$ cat src/rtl/aes_pkg.sv
// Shared types for the AES256 datapath: block geometry,
// byte/block typedefs and the block loader state encoding.
package aes_pkg;

   localparam int AES_N_BYTES = 16;

   typedef logic [7:0] byte_t;
   typedef byte_t [AES_N_BYTES-1:0] block_t;

   typedef enum logic [1:0] {
      FILL,
      PAD,
      ISSUE
   } loader_state_t;

endpackage

$ cat src/rtl/mod_blk_loader.sv
// Byte-serial block loader: assembles N bytes into a block, pads
// short final blocks, and strobes wr_en once downstream is free.
// Ports:
//   clk, reset         clock, sync active-high reset
//   in_valid/in_data/in_last/in_ready  byte stream handshake
//   dst_busy           downstream cannot accept a block
//   blk_o, wr_en       assembled block and one-cycle write strobe
//   pad_flag           last issued/current block has padding
//   blk_cnt            wrapping count of issued blocks
module mod_blk_loader
   import aes_pkg::*;
#(
   parameter int          N         = AES_N_BYTES,
   parameter logic [7:0]  PAD_BYTE  = 8'h00,
   parameter bit          LSB_FIRST = 1'b1
) (
   input  logic              clk,
   input  logic              reset,
   input  logic              in_valid,
   input  logic [7:0]        in_data,
   input  logic              in_last,
   output logic              in_ready,
   input  logic              dst_busy,
   output logic [N-1:0][7:0] blk_o,
   output logic              wr_en,
   output logic              pad_flag,
   output logic [15:0]       blk_cnt
);

   localparam int CW = (N > 1) ? $clog2(N) : 1;
   localparam logic [CW-1:0] LAST = CW'(N - 1);

   loader_state_t     state_q;
   loader_state_t     state_d;
   logic [CW-1:0]     cnt_q;
   logic [CW-1:0]     idx;
   logic [N-1:0][7:0] blk_q;
   logic              pad_q;
   logic [15:0]       bcnt_q;
   logic              take;

   assign take = in_valid && in_ready;
   assign idx  = LSB_FIRST ? cnt_q : (LAST - cnt_q);

   always_ff @(posedge clk) begin
      if (reset) begin
         state_q <= FILL;
      end else begin
         state_q <= state_d;
      end
   end

   always_comb begin
      state_d = state_q;
      unique case (state_q)
         FILL: begin
            if (take) begin
               // a full block wins over in_last on the final byte
               if (cnt_q == LAST) begin
                  state_d = ISSUE;
               end else if (in_last) begin
                  state_d = PAD;
               end
            end
         end
         PAD: begin
            if (cnt_q == LAST) begin
               state_d = ISSUE;
            end
         end
         ISSUE: begin
            if (!dst_busy) begin
               state_d = FILL;
            end
         end
         default: state_d = FILL;
      endcase
   end

   always_comb begin
      in_ready = 1'b0;
      wr_en    = 1'b0;
      if (!reset) begin
         in_ready = (state_q == FILL);
         wr_en    = (state_q == ISSUE) && !dst_busy;
      end
   end

   always_ff @(posedge clk) begin
      if (reset) begin
         cnt_q  <= '0;
         blk_q  <= '0;
         pad_q  <= 1'b0;
         bcnt_q <= '0;
      end else begin
         unique case (state_q)
            FILL: begin
               if (take) begin
                  blk_q[idx] <= in_data;
                  cnt_q      <= cnt_q + 1'b1;
                  if (cnt_q == LAST) begin
                     pad_q <= 1'b0;
                  end else if (in_last) begin
                     pad_q <= 1'b1;
                  end
               end
            end
            PAD: begin
               blk_q[idx] <= PAD_BYTE;
               cnt_q      <= cnt_q + 1'b1;
            end
            ISSUE: begin
               if (!dst_busy) begin
                  cnt_q  <= '0;
                  bcnt_q <= bcnt_q + 16'd1;
               end
            end
            default: begin
               cnt_q <= '0;
            end
         endcase
      end
   end

   assign blk_o    = blk_q;
   assign pad_flag = pad_q;
   assign blk_cnt  = bcnt_q;

endmodule

$ cat config.mk
export PLATFORM = sky130hd
export DESIGN_NAME = mod_blk_loader
export DESIGN_NICKNAME = d
export VERILOG_FILES = /design/src/rtl/aes_pkg.sv /design/src/rtl/mod_blk_loader.sv
export SDC_FILE = /design/constraint.sdc
export NUM_CORES = 1
export LEC_CHECK = 0
export ABC_AREA = 1
export CORE_ASPECT_RATIO = 0.5
export CORE_MARGIN = 3
export CORE_UTILIZATION = 52
export DETAILED_ROUTE_END_ITERATION = 6
export GPL_TIMING_DRIVEN = 0
export HOLD_SLACK_MARGIN = 0.1
export PLACE_DENSITY = 0.85
export SYNTH_ARGS = -nofsm -noshare
export SYNTH_HDL_FRONTEND = slang
export SYNTH_SLANG_ARGS = --single-unit
$ cat constraint.sdc
create_clock -name clk -period 2.45 [get_ports clk]
set_clock_uncertainty 0.1 [all_clocks]
set_input_delay 0.3675 -clock clk [delete_from_list [all_inputs] [get_ports clk]]
set_output_delay 0.3675 -clock clk [all_outputs]
set_load 0.03 [all_outputs]
==> impl_metrics.yaml <==
status:
  status: "completed"
critical_path:
  required_ns: 1.98
  crit_fanout: 10
  arrival_ns: 1.90
  crit_type: "input pin to output port"
  cp-start-kind: "input pin"
  endpoint_kind: "output port"
global_routing:
  grt.overflow.total: 0
  grt_pass1_wl_um: 29200
  antenna_found_initial: 0
  grt_usage_pct: 29.0
  grt_pass1_vias: 5872
  grt_max_degree: 17
clock_tree:
  postCtsSetupBuffers: 0
  cts_buffers: 17
  cts_root_buffer: "clkbuf_16"
  cts_hold_buf: 0
  clk_pin_slew_worst_paths_ns: 0.06
  h-tree-depth: 4
  cts_tree: "done"
  worstSkewPairLatency_ns: 0.42
  cts.sinks: 151
  clockBufferDepth: 2
cells_and_area:
  seqCellArea_um2: 3020
  stdcell_area_um2: 8290
  drive_above_1_share_pct: 8.28
  nNetsFinal: 984
  diodes: 0
  n_fill_cell: 739
  area_growth_pct: 39.3
  multi_input_area_um2: 2610
detailed_routing:
  first_iter_violations: 611
  avgViaCountPerCell: 5.45
  vias: 6090
  drc_errors: 0
  wire_per_inst_um: 16.3
  wirelength_um: 18300
  dr.pass1.iters: 5
  postRouteAntennaNets: 0
floorplan:
  die_width_um: 157
  row_count: 26
  dieHeight_um: 81.6
  die_area_um2: 12800
  core_um2: 10700
  io_pins: 160
  start_util_pct: 55.8
timing:
  slew-limit-headroom_pct: 59.3
  fin_crit_ns: 2.37
  hold_viol_final: 0
  worst_slew_pin_slew_ns: 0.611
  tns_ns: 0
  fin_crit_sh_pct: 96.8
  rsz0062_at_grt: "false"
  setup_violations: 0
  fmax_mhz: 422
  slew_viol_final: 0
place:
  dpl_cell_area_um2: 7720
  dpl.hpwl_um: 12500
  io_buffers: 159
  place.gp.congestion: 0.925
synth:
  yosysUniqueCellTypes: 25
  syn_inst: 788
  yosysWarnings: 0
  avgSynthCellArea_um2: 7.55
  synth_seq_area_share_pct: 50.8
  ys_ff_latch: 151
  syn-num-nets: 806
  syn-cell-area_um2: 5950
power_and_ir_drop:
  p_per_area_nw_per_um2: 655
  p_int_mw: 4.10
  seqPwrFrac_pct: 45.9
  fin_total_pwr_mw: 5.43
  peakVddDrop_mv: 0.429
  switchingPower_mw: 1.33
  swShare_pct: 24.5
  pwr-share-comb_pct: 6.8
  clkPwrFrac_pct: 47.3
  p_leak_nw: 2.87
flow_run:
  max-cap-violations: 0
min_path:
  min_path_type: "register to register"
[stage by stage]
step	setup slack, ns	util, %	hold slack, ns	std cells
floorplan	0.618	-	0.386	788
finish	0.0782	77.7	0.361	1118
detailed placement	-0.522	72.3	0.351	1087
CTS	0.0748	77.7	0.361	1118
global placement	-0.507	72.3	0.348	1087
global route	0.00341	77.7	0.372	1118
[metal layers]
layer / global-route usage [%] / part of all wire (%) / vias to the layer above
met5: 0 / 0 / -
met4: 9.87 / 2.0 / 0
li1: - / - / 2888
met1: 38.4 / 43 / 2873
met3: 7.05 / 9.0 / 41
met2: 47.1 / 46 / 288
[layout make-up]
cell class | count | share of cell area (%)
Buffer | 29 | 1.68
Inverter | 49 | 2.22
Clock buffer | 20 | 5.39
Tap cell | 140 | 2.11
Multi-Input combinational cell | 559 | 31.5
Clock inverter | 11 | 1.49
Sequential cell | 151 | 36.5
Timing Repair Buffer | 159 | 19.2
[placed cells by master, fill, tap and decap left out, types with 5 or more instances in the layout]
cell type | Yosys | final
a21oi_1 | 140 | 140
buf_2 | 10 | 11
clkbuf_1 | 15 | 15
clkbuf_16 | 0 | 17
clkdlybuf4s50_1 | 0 | 157
dfxtp_1 | 151 | 151
ha_1 | 5 | 5
inv_1 | 45 | 45
nand2_1 | 304 | 304
nand3_1 | 23 | 23
nand4_1 | 7 | 7
nor2_1 | 30 | 30
nor2_2 | 5 | 5
nor2_4 | 15 | 15
nor3_2 | 7 | 7
o21ai_0 | 9 | 9
[synthesized netlist by cell type]
master	instances	area share (%)
nor2_4	15	2.8
nor3_1	4	0.34
ha_1	5	1.1
buf_2	10	0.84
xor2_1	2	0.29
a21oi_1	140	12
nand3b_1	1	0.13
buf_4	2	0.25
nor2_2	5	0.53
dfxtp_1	151	51
inv_1	45	2.8
nand3_2	4	0.67
nor2_1	30	1.9
nor3_2	7	1.2
nand3_1	23	1.9
o21ai_0	9	0.76
a211oi_1	1	0.13
nand4_1	7	0.74
buf_1	1	0.063
nand3_4	1	0.29
nand2_2	1	0.11
nand2_1	304	19
buf_6	1	0.19
clkbuf_1	15	0.95
inv_2	4	0.25
[flip-flops by register name (all words and copies together), names as in the netlist]
register / flops
blk_cnt: 16
blk_o: 128
cnt_q: 4
pad_flag: 1
state_q: 2
[worst paths after layout]
path | slack, ns | startpoint | depth (start not counted) | end
min | 0.36 | blk_o[98] | 2 | blk_o[98]
max reg2reg | 0.50 | cnt_q[0] | 6 | blk_o[117]
min reg2reg | 0.36 | blk_o[98] | 2 | blk_o[98]
max | 0.08 | reset | 5 | wr_en
[kinds of logic after synthesis]
family	Yosys count	synth area share (%)
and+or+nand+nor	402	29.8
adders and majority gates	5	1.05
DFF	151	50.8
xor gates and xnor gates	2	0.294
AOI/OAI and AO/OA	150	12.7
buffers and inverters	78	5.38
[power groups by stage]
stage | combinational (mW) | clock [mW] | sequential (mW)
CTS | 0.361 | 2.56 | 2.49
detailed placement | 0.358 | 0 | 2.54
global route | 0.395 | 2.66 | 2.49
global placement | 0.354 | 0 | 2.54
floorplan | 0.194 | 0 | 2.57
finish | 0.369 | 2.57 | 2.49
[timing repair]
item | CTS | global route
pin swaps | 0 | 0
cloned | 0 | 0
setup endpoints to repair | 2 | 1
gates resized for setup | 4 | 1
[critical path, stage by stage]
cell	delay (ns)
clkdlybuf4s50_1	0.51
clkbuf_2	0.28
buf_2	0.29
nor2_1	0.08
dlygate4sd2_1	0.36
Power figures use the tool's default switching activity.
